===== src/rtl/button_pkg.sv =====
// Shared constants, width helper and per-channel event payload for the button conditioner.
package button_pkg;

    localparam int unsigned CHANNELS_MIN      = 1;
    localparam int unsigned CHANNELS_MAX      = 32;
    localparam int unsigned DELAY_MIN         = 1;
    localparam int unsigned REPEAT_START_MIN  = 1;
    localparam int unsigned REPEAT_PERIOD_MIN = 1;

    typedef struct packed {
        logic clean;
        logic rise;
        logic fall;
        logic press;
    } btn_evt_t;

    // Ceiling log2; clog2(1) == 0.
    function automatic int unsigned clog2(input int unsigned value);
        int unsigned w;
        w = 0;
        while ((64'd1 << w) < 64'(value)) begin
            w = w + 1;
        end
        return w;
    endfunction

endpackage


===== src/rtl/button_conditioner_if.sv =====
// Raw switch inputs and conditioned per-channel outputs of the button conditioner.
interface button_conditioner_if #(
    parameter int unsigned CHANNELS = 4
) ();

    logic [CHANNELS-1:0] noisy;
    logic [CHANNELS-1:0] repeat_en;
    logic [CHANNELS-1:0] clean;
    logic [CHANNELS-1:0] rise;
    logic [CHANNELS-1:0] fall;
    logic [CHANNELS-1:0] press;

    modport master (
        output noisy,
        output repeat_en,
        input  clean,
        input  rise,
        input  fall,
        input  press
    );

    modport slave (
        input  noisy,
        input  repeat_en,
        output clean,
        output rise,
        output fall,
        output press
    );

endinterface


===== src/rtl/debounce_channel.sv =====
// One channel: 2-flop synchroniser, stability-count debounce, edge pulses and auto-repeat.
module debounce_channel
    import button_pkg::*;
#(
    parameter int unsigned DELAY         = 400000,
    parameter int unsigned REPEAT_START  = 24500000,
    parameter int unsigned REPEAT_PERIOD = 4900000
) (
    input  logic     clk_i,
    input  logic     rst_i,
    input  logic     noisy_i,
    input  logic     repeat_en_i,
    output btn_evt_t evt_o
);

    localparam int unsigned CNT_W     = clog2(DELAY + 1);
    localparam int unsigned RMAX      = (REPEAT_START > REPEAT_PERIOD) ? REPEAT_START : REPEAT_PERIOD;
    localparam int unsigned RCNT_W    = (clog2(RMAX) > 0) ? clog2(RMAX) : 1;
    localparam logic [CNT_W-1:0]  CNT_MAX    = CNT_W'(DELAY);
    localparam logic [RCNT_W-1:0] RCNT_START = RCNT_W'(REPEAT_START - 1);
    localparam logic [RCNT_W-1:0] RCNT_PER   = RCNT_W'(REPEAT_PERIOD - 1);

    logic              s1_q, s2_q;
    logic              cand_q, cand_d;
    logic [CNT_W-1:0]  cnt_q, cnt_d;
    logic              clean_q, clean_d;
    logic              rise_q, rise_d;
    logic              fall_q, fall_d;
    logic              press_q, press_d;
    logic [RCNT_W-1:0] rcnt_q, rcnt_d;
    logic              first_q, first_d;
    logic              rep_ev;

    // Debounce: candidate must stay unchanged for DELAY counted cycles before clean follows.
    always_comb begin
        cand_d  = cand_q;
        cnt_d   = cnt_q;
        clean_d = clean_q;
        if (s2_q != cand_q) begin
            cand_d = s2_q;
            cnt_d  = '0;
        end else if (cnt_q < CNT_MAX) begin
            cnt_d = cnt_q + CNT_W'(1);
        end else begin
            clean_d = cand_q;
        end
    end

    // Auto-repeat timer; cleared on the rise edge because clean_q is still 0 there.
    always_comb begin
        rcnt_d  = rcnt_q;
        first_d = first_q;
        rep_ev  = 1'b0;
        if (!clean_q || !repeat_en_i) begin
            rcnt_d  = '0;
            first_d = 1'b1;
        end else if (first_q && (rcnt_q == RCNT_START)) begin
            rep_ev  = 1'b1;
            rcnt_d  = '0;
            first_d = 1'b0;
        end else if (!first_q && (rcnt_q == RCNT_PER)) begin
            rep_ev = 1'b1;
            rcnt_d = '0;
        end else begin
            rcnt_d = rcnt_q + RCNT_W'(1);
        end
    end

    // A repeat is dropped on the falling edge and never directly follows another press.
    always_comb begin
        rise_d  = clean_d & ~clean_q;
        fall_d  = ~clean_d & clean_q;
        press_d = rise_d | (rep_ev & clean_d & ~press_q);
    end

    always_ff @(posedge clk_i) begin
        if (rst_i) begin
            s1_q    <= 1'b0;
            s2_q    <= 1'b0;
            cand_q  <= 1'b0;
            cnt_q   <= '0;
            clean_q <= 1'b0;
            rise_q  <= 1'b0;
            fall_q  <= 1'b0;
            press_q <= 1'b0;
            rcnt_q  <= '0;
            first_q <= 1'b1;
        end else begin
            s1_q    <= noisy_i;
            s2_q    <= s1_q;
            cand_q  <= cand_d;
            cnt_q   <= cnt_d;
            clean_q <= clean_d;
            rise_q  <= rise_d;
            fall_q  <= fall_d;
            press_q <= press_d;
            rcnt_q  <= rcnt_d;
            first_q <= first_d;
        end
    end

    assign evt_o.clean = clean_q;
    assign evt_o.rise  = rise_q;
    assign evt_o.fall  = fall_q;
    assign evt_o.press = press_q;

endmodule


===== src/rtl/button_conditioner.sv =====
// Multi-channel button conditioner: one independent debounce_channel per input bit.
module button_conditioner
    import button_pkg::*;
#(
    parameter int unsigned CHANNELS      = 4,
    parameter int unsigned DELAY         = 400000,
    parameter int unsigned REPEAT_START  = 24500000,
    parameter int unsigned REPEAT_PERIOD = 4900000
) (
    input logic                  clock,
    input logic                  reset,
    button_conditioner_if.slave  bus
);

    if (CHANNELS < CHANNELS_MIN || CHANNELS > CHANNELS_MAX) begin : g_bad_channels
        $error("button_conditioner: CHANNELS out of range");
    end
    if (DELAY < DELAY_MIN) begin : g_bad_delay
        $error("button_conditioner: DELAY below minimum");
    end
    if (REPEAT_START < REPEAT_START_MIN) begin : g_bad_rstart
        $error("button_conditioner: REPEAT_START below minimum");
    end
    if (REPEAT_PERIOD < REPEAT_PERIOD_MIN) begin : g_bad_rperiod
        $error("button_conditioner: REPEAT_PERIOD below minimum");
    end

    btn_evt_t evt [CHANNELS];

    for (genvar ch = 0; ch < CHANNELS; ch++) begin : g_ch
        debounce_channel #(
            .DELAY         (DELAY),
            .REPEAT_START  (REPEAT_START),
            .REPEAT_PERIOD (REPEAT_PERIOD)
        ) u_channel (
            .clk_i       (clock),
            .rst_i       (reset),
            .noisy_i     (bus.noisy[ch]),
            .repeat_en_i (bus.repeat_en[ch]),
            .evt_o       (evt[ch])
        );

        assign bus.clean[ch] = evt[ch].clean;
        assign bus.rise[ch]  = evt[ch].rise;
        assign bus.fall[ch]  = evt[ch].fall;
        assign bus.press[ch] = evt[ch].press;
    end

endmodule


===== src/flat_wrapper.sv =====
// flat-port wrapper written by rule: the top's interface ports become plain ports
module button_conditioner_flat import button_pkg::*;
#(
    parameter int unsigned CHANNELS      = 4,
    parameter int unsigned DELAY         = 400000,
    parameter int unsigned REPEAT_START  = 24500000,
    parameter int unsigned REPEAT_PERIOD = 4900000
)
  (clock, reset, bus_noisy, bus_repeat_en, bus_clean, bus_rise, bus_fall, bus_press);
  button_conditioner_if #(.CHANNELS(CHANNELS)) bus_i ();
  input logic clock;
  input logic reset;
  input wire logic [$bits(bus_i.noisy)-1:0] bus_noisy;
  input wire logic [$bits(bus_i.repeat_en)-1:0] bus_repeat_en;
  output wire logic [$bits(bus_i.clean)-1:0] bus_clean;
  output wire logic [$bits(bus_i.rise)-1:0] bus_rise;
  output wire logic [$bits(bus_i.fall)-1:0] bus_fall;
  output wire logic [$bits(bus_i.press)-1:0] bus_press;
  assign bus_i.noisy = bus_noisy;
  assign bus_i.repeat_en = bus_repeat_en;
  assign bus_clean = bus_i.clean;
  assign bus_rise = bus_i.rise;
  assign bus_fall = bus_i.fall;
  assign bus_press = bus_i.press;
  button_conditioner #(.CHANNELS(CHANNELS), .DELAY(DELAY), .REPEAT_START(REPEAT_START), .REPEAT_PERIOD(REPEAT_PERIOD)) u_core (.clock(clock), .reset(reset), .bus(bus_i));
endmodule

===== config.mk =====
export PLATFORM = sky130hd
export DESIGN_NAME = button_conditioner_flat
export DESIGN_NICKNAME = d
export VERILOG_FILES = /design/src/rtl/button_pkg.sv /design/src/rtl/button_conditioner_if.sv /design/src/rtl/debounce_channel.sv /design/src/rtl/button_conditioner.sv /design/src/flat_wrapper.sv
export SDC_FILE = /design/constraint.sdc
export NUM_CORES = 1
export LEC_CHECK = 0
export ABC_AREA = 1
export BUFFER_PORTS_ARGS = -buffer_cell sky130_fd_sc_hd__buf_2
export CORE_UTILIZATION = 40
export DETAILED_ROUTE_END_ITERATION = 6
export SYNTH_ARGS = -nofsm -noshare
export SYNTH_HDL_FRONTEND = slang
export SYNTH_SLANG_ARGS = --single-unit
export TNS_END_PERCENT = 30

===== constraint.sdc =====
create_clock -name clock -period 1.86 [get_ports clock]
set_input_delay 0.093 -clock clock [delete_from_list [all_inputs] [get_ports clock]]
set_output_delay 0.093 -clock clock [all_outputs]
set_load 0.01 [all_outputs]

======== After elaboration in Yosys (flattened, before gate mapping) ========
Index checks and enable logic that the tools add are counted.
Widths: inputs -> output; s select.
storage, ports and cells
  word-level logic and storage cells ...... 152
  bits in writable memories ............... 0
  output and inout port bits .............. 16
  register bits ........................... 208
  memories kept ........................... 0
  latch bits .............................. 0
  bits in read-only memories .............. 0
cells by class
  shifts and indexed selects .............. 0
  reduce and logical (&&, ||, !) cells .... 36
  multipliers ............................. 0
  bitwise operators ....................... 32
  multiplexer cells ....................... 20
  add/subtract/negate cells ............... 8
  div/mod/pow operators ................... 0
  order comparisons ....................... 4
  equal/unequal tests ..................... 12
operator list
  kind                   count
  $add 25x1->25 const B  4
  $eq 25x23->1 const B   4
  $eq 25x25->1 const B   4
  $add 19x1->19 const B  4
  $lt 19x19->1 const B   4
  $mux 1                 20
  $and 1x1->1            16
  $reduce_or 2->1        8
  $reduce_or 4->1        4
  $logic_not 1->1        12
  $not 1->1              12
  $logic_and 1x1->1      8
  $logic_or 1x1->1       4
  $ne 1x1->1             4
  $or 1x1->1             4

======== Logic depth before layout (Yosys ltp) ========
Gate-level depths: netlist of run 1.
  depth after elaboration ................. 8
  mapped depth ............................ 11
  depth with buffers taken out ............ 11

======== By module ========
A second synthesis of run 1 with hierarchy kept.
unflattened totals
  cells, all modules ...................... 1700
  area, all modules ....................... 11370.9 µm²
modules (own cells, without submodules)
  module            cells each  seq. area each (µm²)  times used  area each (µm²)
  debounce_channel  425         1041.0                4           2842.7

======== Least setup slack after synthesis of run 1 ========
No wires, ideal clock.
  path type ............................... reg2reg
  from .................................... register u_core.g_ch[2].u_channel.rcnt_q[0]
  to ...................................... register u_core.g_ch[2].u_channel.rcnt_q[15]
  stages on the path, launching flop included .. 10
  setup time .............................. 0.115 ns
  setup slack ............................. 0.366 ns
  clock period less this slack ............ 1.494 ns
  arrival time ............................ 1.379 ns
  buffers on the path ..................... 1
  cells stage by stage .................... dfxtp_1 > ha_1 > nand2_4 > nor2_8 > nand3_2 > nor2_2 > nand3_2 > nand3_4 > buf_6 > nor2_1
on the way
  longest elaborated chain between the ends .. 3
  elaborated cells between the ends (all ways) .. 6
  classes of those cells .................. add/sub: 1; eq/ne: 2; reduce/logical: 3
ends and longest elaborated chain
  element                                                line                    text
  from (decl)                                            debounce_channel.sv:30  logic [RCNT_W-1:0] rcnt_q, rcnt_d;
  from (signal assigned)                                 debounce_channel.sv:97  rcnt_q <= rcnt_d;
  branches (longest 3 deep; another with $add 25x1->25)  --
Several ways; the timed one is not identified.
A chain may end at the register's enable or synchronous reset.

======== Worst setup path after layout of run 1 ========
  from .................................... register u_core.g_ch[2].u_channel.rcnt_q[0]
  to ...................................... register u_core.g_ch[2].u_channel.rcnt_q[18]
Same word-level chain as after synthesis.

==> results of run 1 <==
-- metrics by stage --
step                total power, mW  worst slack [ns]  setup TNS (ns)    util
floorplan                     4.708            0.3664               0       -
finish                        9.863            0.1663               0  0.4612
global placement              4.768            0.1690               0  0.4224
global route                  10.24         -0.008419       -0.008419  0.4612
CTS                           10.04            0.1037               0  0.4589
detailed placement            4.772           0.09583               0  0.4224
-- per-layer routing --
metal,vias up,wire [um],track usage
met2,141,10570,0.2911
li1,5278,-,-
met4,0,493,0.04308
met5,-,0,0
met3,32,813,0.02586
met1,4397,12080,0.2330
-- power groups by stage --
stage | clock network (mW) | logic, mW | registers, mW
floorplan | 0 | 0.0975 | 4.61
global placement | 0 | 0.151 | 4.62
detailed placement | 0 | 0.154 | 4.62
CTS | 5.35 | 0.169 | 4.52
global route | 5.53 | 0.193 | 4.52
finish | 5.18 | 0.165 | 4.52
-- kinds of logic (layout without fill, tap and decap cells) --
family | after synthesis | count (layout)
compound gates | 123 | 123
xor+xnor | 66 | 66
fa+ha+maj | 8 | 8
buf+inv | 248 | 311
flops | 208 | 208
simple gates | 1005 | 1007
-- flip-flops by register name, indices dropped and copies added (netlist names) --
register,count
u_core.g_ch.u_channel.s2_q,4
u_core.g_ch.u_channel.first_q,4
u_core.g_ch.u_channel.cand_q,4
u_core.g_ch.u_channel.rcnt_q,100
u_core.g_ch.u_channel.rise_q,4
u_core.g_ch.u_channel.fall_q,4
u_core.g_ch.u_channel.clean_q,4
u_core.g_ch.u_channel.s1_q,4
u_core.g_ch.u_channel.press_q,4
u_core.g_ch.u_channel.cnt_q,76
-- cell usage after synthesis, types with 8 or more instances --
cell,count
nor3_1,54
a21oi_2,18
nand2_1,438
nor2_1,310
nand3b_1,13
xor2_1,46
o21ai_0,25
buf_6,8
inv_2,11
a21oi_1,68
ha_1,8
nor2_2,15
nand4_1,34
nand3_1,91
inv_1,202
dfxtp_1,208
xnor2_1,20
buf_4,17
nor2_4,8
nand2_2,10
-- repair_timing --
| item | 4_1_cts | 5_1_grt |
|---|---|---|
| hold buffers | 9 | 0 |
| hold endpoints to repair | 13 | 0 |
| buffers inserted | 0 | 2 |
| endpoints found under the setup margin | 0 | 39 |
| resized for setup | 0 | 4 |
-- cell type report --
cell class                      count  share of cell area
Clock inverter                      8            0.009235
Multi-Input combinational cell   1204              0.4662
Clock buffer                       39             0.06264
Sequential cell                   208              0.3341
Tap cell                          341             0.03423
Timing Repair Buffer               51             0.02951
Inverter                          213             0.06414
-- worst paths after layout --
kind                            slack, ns  depth (start not counted)                             endpoint
worst min-delay path                 0.32                          4        u_core.g_ch[3].u_channel.s1_q
worst max register to register       0.17                          8  u_core.g_ch[2].u_channel.rcnt_q[18]
worst max-delay path                 0.17                          8  u_core.g_ch[2].u_channel.rcnt_q[18]
worst min register to register       0.40                          2        u_core.g_ch[1].u_channel.s2_q
-- critical path, stage by stage (launching register included) --
cell	delay [ns]
dfxtp_1	0.39
ha_2	0.24
nand2_4	0.09
nor2_8	0.13
nand3_2	0.08
nor2_2	0.15
nand3_2	0.11
nand3_4	0.28
nor2_1	0.09
==> results.toml, run 1 <==
[sta]
setup_viol = 0
relSlewSlack = 0.5775
period_share = 0.9106
hold_viol_final = 0
final_max_slew_viol_count = 0
holdWs_ns = 0.3183
timing.fmax_mhz = 590.4
rsz0062_at_grt = "yes"
skew_ns = 0.006235
tightest_slew_ns = 0.6314
finalCriticalPeriod_ns = 1.694

[yosys]
netlist_instances = 1658
synth_top_family_by_area = "simple AND/OR/NAND/NOR gates"
seq_area_frac_synth = 0.3776
netlist_area_sq_um = 11030
yosys.area_share.adder = 0.009076
ys_types = 41
ys_seq_elements = 208
synth_top_area_share = 0.3776
synth_warnings = 0
synth-compound-area-share = 0.06354
synth_edf_count = 0
postSynthAreaPerCell_sq_um = 6.651
synth_mux_area_frac = 0
ys.flop_type = "dfxtp_1"
syn-num-nets = 1676
synthXorXnorAreaFrac = 0.05242
synthTopCellsByArea = "dfxtp_1 38%, nand2_1 15%, nor2_1 11%"
ys_async_sr_fraction = 0
synth_top_cell_by_area = "dfxtp_1"
synthSimpleGateAreaFrac = 0.3987

[setup_path]
end_kind = "flop"
worstPathArrival_ns = 2.09
cp-start-kind = "flop"
critPathLaunch = "u_core.g_ch[2].u_channel.rcnt_q[0]"
critPathKind = "flop to flop"
cp.required_ns = 2.26
crit_fanout = 25
r2r_start = "u_core.g_ch[2].u_channel.rcnt_q[0]"

[global_route]
track_usage = 0.1736
grt_max_degree = 26
antenna_found_initial = 0
grt_pass1_wl_mm = 42.03
grt_pass1_vias = 9361
overflow = 0

[cells_and_area]
layout_common_cells = "438 x nand2_1, 308 x nor2_1, 208 x dfxtp_1, 202 x inv_1, 91 x nand3_1"
diodes = 0
fin_area_sq_um = 12460
fill_cells = 2765
drive_above_1_share = 0.09750
final_common_cell = "nand2_1"
area_growth_pct = 13.03
fin_cells = 2064
seqCellArea_sq_um = 4164
multi_input_area_sq_um = 5811
layout.nets = 1722

[pwr]
switching_power_mw = 2.017
p_seq_frac = 0.459
pwr-share-clk = 0.525
combPwrFrac = 0.017
power_density_nw_per_um2 = 791.3
vdd_drop_max_mv = 0.5829
p_leak_nw = 4.470
internal_power_mw = 7.845
swShare = 0.2045

[placement]
place.gp.congestion = 0.8986
dp_hpwl_mm = 17.60
place_inst = 2004
io_buffers = 25
place_area_sq_um = 11420

[routing]
viasPerCell = 4.771
drcViolationCount = 0
vias = 9848
postRouteAntennaNets = 0
drt_iter0_drc = 646
wire_per_inst_um = 11.61
drtPass1Iterations = 5
wl_mm = 23.96

[floorplanning]
num_io_pins = 26
die_x_um = 168.0
coreArea_sq_um = 27030
fp-row-count = 60
dieArea_sq_um = 28240
die_h_um = 168.0
start_util = 0.4081

[clocking]
cts.path.max_buffers = 3
cts-htree-levels = 1
root_buffer = "clkbuf_16"
cts_made_buffers = 26
clk_pin_slew_ns = 0.05
clock_sinks = 208
clock_latency_ns = 0.52
cts_tree = "done"

[run]
maxCapViolations = 0

[worst_hold_path]
hp-class = "input port to flop"
hold_start = "bus_noisy[3]"

[status]
outcome = "completed"
(Power assumes the default switching activity.)
==> inputs of run 2 (changes only) <==
Settings changed: SYNTH_HIERARCHICAL set to 1.
==> run 2 against run 1 <==
Non-clock buffer count decreased by 6. Clock skew increased by 0.0060 ns. Sequential power about the same. Critical path type unchanged. Largest cell class unchanged.
==> results.toml, run 2 <==
[status]
outcome = "completed"

[routing]
met1_length_mm = 12.42
drcViolationCount = 0
highest_layer = "met4"
vias = 10260
wire_per_inst_um = 11.76
route.met2.wl_mm = 11.18
drtPass1Iterations = 5
wl_mm = 25.08
drt_iter0_drc = 662
routed-wl-met3_mm = 1.084
viasPerCell = 4.813
postRouteAntennaNets = 0

[sta]
skew_ns = 0.01219
setup_viol = 0
hold_viol_final = 0
period_share = 0.9007
finalCriticalPeriod_ns = 1.675
final_max_slew_viol_count = 0
tightest_slew_ns = 0.4667
setup_slack_ns = 0.1846
relSlewSlack = 0.6889
tns_ns = 0
timing.fmax_mhz = 596.9
rsz0062_at_grt = "no"

[yosys]
synth_commonest_cells = "500 x nand2_1, 300 x nor2_1, 208 x dfxtp_1"
netlist_area_sq_um = 11370
syn-num-nets = 1718
ys_seq_elements = 208
synth_most_common_cell = "nand2_1"
seq_area_frac_synth = 0.3662
ys_async_sr_fraction = 0
synth_edf_count = 0
synth_top_area_share = 0.3662
synth_top_cell_by_area = "dfxtp_1"
postSynthAreaPerCell_sq_um = 6.689
ys_types = 33
ys.flop_type = "dfxtp_1"
synthTopCellsByArea = "dfxtp_1 37%, nand2_1 17%, nor2_1 9.9%"
netlist_instances = 1700
synth_warnings = 6

[cells_and_area]
area_growth_pct = 11.47
final_common_cell = "nand2_1"
multi_input_area_sq_um = 6309
largest_reg_flops = 100
utilization = 0.4550
seqCellArea_sq_um = 4165
top_regs = "u_core/g_ch.u_channel/rcnt_q x100, u_core/g_ch.u_channel/cnt_q x76"
diodes = 0
regMostFlops = "u_core/g_ch.u_channel/rcnt_q"
fill_cells = 2887
layout.nets = 1757
layout_common_cells = "500 x nand2_1, 300 x nor2_1, 207 x dfxtp_1, 148 x inv_1, 83 x nand3_1"
drive_above_1_share = 0.1226

[setup_path]
critical_path.max_stage_delay_ns = 0.36
end_kind = "flop"
cp.required_ns = 2.26
crit_fanout = 6
worstPathCellList = "ha_1 -> nand3_2 -> clkinv_2 -> nand2_2 -> nor2_4 -> nand3_2 -> nand3_2 -> a21oi_2"
cp_common_cell = "nand3_2"
rr_worst_depth = 8
critPathKind = "flop to flop"
worstPathArrival_ns = 2.07
cpMaxStageDelayCell = "dfxtp_1"
cp-start-kind = "flop"

[clocking]
cts.path.max_buffers = 3
cts_made_buffers = 26
cts_tree = "done"
cts-htree-levels = 1
clock_latency_ns = 0.51
cts_setup_buffers = 0
root_buffer = "clkbuf_16"
clock_sinks = 208
clk_pin_slew_ns = 0.06

[global_route]
overflow = 0
grt_pass1_vias = 9493
antenna_found_initial = 0
grt_max_degree = 26
track_usage = 0.1758
grt_pass1_wl_mm = 43.35

[pwr]
power_density_nw_per_um2 = 725.2
power_mw = 9.192
p_leak_nw = 4.366
vdd_drop_max_mv = 0.6400

[floorplanning]
start_util = 0.4082
num_io_pins = 26
die_h_um = 170.6
dieArea_sq_um = 29110
fp-row-count = 61
die_x_um = 170.6
coreArea_sq_um = 27860

[worst_hold_path]
min_delay_path_depth = 2
hp-class = "input port to flop"

[run]
maxCapViolations = 0

[placement]
pre_cts_slack_ns = 0.1248
place.gp.congestion = 0.9008
dp_hpwl_mm = 18.27
io_buffers = 25
-- run 2: cells by family (layout without fill, tap and decap cells) --
kind of cell | after synthesis | after routing | synth area share
adders and majority gates | 8 | 8 | 0.008803
xor gates and xnor gates | 60 | 60 | 0.04622
and+or+nand+nor | 1064 | 1066 | 0.4177
AOI/OAI and AO/OA | 148 | 148 | 0.07835
buffers and inverters | 212 | 264 | 0.08275
DFF | 208 | 208 | 0.3662
-- run 2: final cells by class --
type | instances | area share
inverters | 176 | 0.05252
clock inverters | 6 | 0.002665
clock buffers | 37 | 0.05785
flip-flops and latches | 208 | 0.3286
well taps | 378 | 0.03731
repair buffers | 45 | 0.02330
multi-input cells | 1282 | 0.4977
-- run 2: worst paths after layout --
kind | end | slack (ns) | startpoint
min reg2reg | u_core/g_ch[3].u_channel/s2_q | 0.40 | u_core/g_ch[3].u_channel/s1_q
min | u_core/g_ch[3].u_channel/cand_q | 0.02 | reset
max reg2reg | u_core/g_ch[0].u_channel/rcnt_q[14] | 0.18 | u_core/g_ch[0].u_channel/rcnt_q[1]
max | u_core/g_ch[0].u_channel/rcnt_q[14] | 0.18 | u_core/g_ch[0].u_channel/rcnt_q[1]
-- run 2: power breakdown --
| part | total (mW) | internal, mW | leakage (nW) | switching (mW) |
|---|---|---|---|---|
| Combinational | 0.159 | 0.0575 | 2.31 | 0.101 |
| Sequential | 4.52 | 4.49 | 1.68 | 0.0248 |
| Clock | 4.52 | 2.71 | 0.380 | 1.81 |
-- run 2: critical path: cells and delay by family (launching register included) --
kind                     cells  cell delay (ns)
flip-flops                   1             0.36
buffers and inverters        1             0.11
adder cells (fa/ha/maj)      1             0.28
AO/OA/AOI/OAI                1             0.05
AND/OR/NAND/NOR              5             0.76
-- run 2: metal layers --
| metal | vias up | track usage |
|---|---|---|
| met5 | - | 0 |
| met4 | 0 | 0.03760 |
| met3 | 31 | 0.02753 |
| met2 | 172 | 0.2925 |
| met1 | 4619 | 0.2385 |
| li1 | 5440 | - |
-- run 2: what timing repair did --
item                                    in CTS  in global routing
hold buffers                                 8                  0
endpoints found under the hold margin       12                  0
endpoints found under the setup margin       0                 67
gates resized for setup                      0                  6
-- run 2: stage by stage --
step	instances	hold WS (ns)	cell area [sq um]
2_1_floorplan	1700	0.1642	11370
3_3_place_gp	2079	0.2920	11780
3_5_place_dp	2079	0.3038	11780
4_1_cts	2130	0.006946	12630
5_1_grt	2132	0.02084	12670
6_report	2132	0.01916	12670
==> inputs of run 3 (changes only) <==
Settings changed: CORE_ASPECT_RATIO set to 1.4.
==> run 3 against run 2 <==
Maximum frequency rose by 0.29%. Routed wire length rose by 2.5%. Sequential share of layout area is 0.22 points higher. Combinational power hardly changed. Worst setup slack better by 0.0049 ns. Largest power group unchanged.
==> results.toml, run 3 (same netlist as run 2, synthesis figures left out) <==
[status]
outcome = "completed"

[setup_path]
crit_fanout = 25
r2r_start = "u_core/g_ch[0].u_channel/rcnt_q[1]"
reg2reg_setup_slack_ns = 0.19
cpMaxStageDelayCell = "dfxtp_1"
worstPathArrival_ns = 2.06
reg2reg_to = "u_core/g_ch[0].u_channel/rcnt_q[15]"
critical_path.max_stage_delay_ns = 0.36
critPathKind = "flop to flop"
end_kind = "flop"
rr_worst_depth = 6
critPathLaunch = "u_core/g_ch[0].u_channel/rcnt_q[1]"
worstPathCellList = "ha_1 -> nand3_2 -> nor3_1 -> nand3_1 -> nand3_4 -> nor2_1"
cp.required_ns = 2.25
cp-endpoint = "u_core/g_ch[0].u_channel/rcnt_q[15]"
cp-start-kind = "flop"

[sta]
tightest_slew_ns = 0.4590
relSlewSlack = 0.6940
holdWs_ns = 0.02107
hold_viol_final = 0
final_max_slew_viol_count = 0
tns_ns = 0
setup_viol = 0
period_share = 0.8981
timing.fmax_mhz = 598.6
skew_ns = 0.008953
rsz0062_at_grt = "no"
finalCriticalPeriod_ns = 1.670

[routing]
wl_mm = 25.71
viasPerCell = 4.832
wire_per_inst_um = 12.13
drt_iter0_drc = 362
postRouteAntennaNets = 0
drtPass1Iterations = 4
drcViolationCount = 0
vias = 10240

[clocking]
root_buffer = "clkbuf_16"
cts.path.max_buffers = 3
clock_latency_ns = 0.51
clk_pin_slew_ns = 0.06
cts_made_buffers = 23
clock_sinks = 208
cts-htree-levels = 1
cts_tree = "done"
cts_resized = 0

[global_route]
overflow = 0
grt_pass1_vias = 9718
grt_max_degree = 26
grt_pass1_wl_mm = 43.61
track_usage = 0.1809
antenna_found_initial = 0

[cells_and_area]
area_growth_pct = 10.71
layout_common_cells = "500 x nand2_1, 300 x nor2_1, 208 x dfxtp_1, 148 x inv_1, 84 x nand3_1"
regMostFlops = "u_core/g_ch.u_channel/rcnt_q"
diodes = 0
largest_reg_flops = 100
final_common_cell = "nand2_1"
layout.nets = 1753
top_regs = "u_core/g_ch.u_channel/rcnt_q x100, u_core/g_ch.u_channel/cnt_q x76"
drive_above_1_share = 0.1211

[placement]
dp_hpwl_mm = 19.26
place.gp.congestion = 0.8959
io_buffers = 25

[floorplanning]
fp-row-count = 72
die_h_um = 201.5
dieArea_sq_um = 29120
coreArea_sq_um = 27750
start_util = 0.4098
num_io_pins = 26
die_x_um = 144.5

[pwr]
power_density_nw_per_um2 = 720.4
p_leak_nw = 4.356
vdd_drop_max_mv = 0.5646

[run]
maxCapViolations = 0

[worst_hold_path]
hp-class = "input port to flop"
min_delay_path_depth = 2
run 3: per-stage QoR:
step	cells	util	total power, mW	instance area, sq um	setup WS, ns
detailed placement	2072	0.4246	4.762	11780	0.1645
CTS	2120	0.4537	9.232	12590	0.1683
floorplan	1700	-	4.699	11370	0.3706
global placement	2072	0.4246	4.758	11780	0.2289
finish	2120	0.4537	9.069	12590	0.1896
global route	2120	0.4537	9.419	12590	0.002815
run 3: routing by layer:
layer / wire length [um] / GRT usage / up-vias
met3: 753 / 0.02023 / 45
met1: 10980 / 0.2088 / 4643
met5: 0 / 0 / -
li1: - / - / 5429
met4: 708 / 0.06316 / 0
met2: 13260 / 0.3362 / 126
run 3: repair_timing:
action / 4_1_cts / 5_1_grt
hold buffers: 8 / 0
endpoints found under the hold margin: 12 / 0
setup buffers: 0 / 0
run 3: worst min-delay path by stage:
stage / slack (ns) / from / to
floorplan: 0.16 / reset / u_core/g_ch[0].u_channel/s1_q
global placement: 0.29 / bus_noisy[3] / u_core/g_ch[3].u_channel/s1_q
detailed placement: 0.30 / bus_noisy[2] / u_core/g_ch[2].u_channel/s1_q
CTS: 0.02 / reset / u_core/g_ch[2].u_channel/s1_q
global route: 0.05 / reset / u_core/g_ch[3].u_channel/s1_q
finish: 0.02 / reset / u_core/g_ch[3].u_channel/s2_q
run 3: report_power, final:
part	leakage [nW]	switching (mW)	internal, mW
registers	1.68	0.0252	4.49
logic	2.32	0.103	0.0576
clock network	0.361	1.83	2.56
run 3: worst max-delay path: cells and delay by family, from the launching register on:
| family | cells | cell delay, ns |
|---|---|---|
| adder cells (fa/ha/maj) | 1 | 0.26 |
| flip-flops | 1 | 0.36 |
| AND/OR/NAND/NOR | 5 | 0.93 |
run 3: layout make-up:
| cell class | instances | area [sq um] |
|---|---|---|
| Sequential cell | 208 | 4164 |
| Fill cell | 2970 | 15160 |
| Inverter | 176 | 665.6 |
| Clock inverter | 11 | 88.84 |
| Clock buffer | 29 | 638.1 |
| Timing Repair Buffer | 46 | 302.8 |
| Multi-Input combinational cell | 1280 | 6266 |
| Tap cell | 370 | 462.9 |
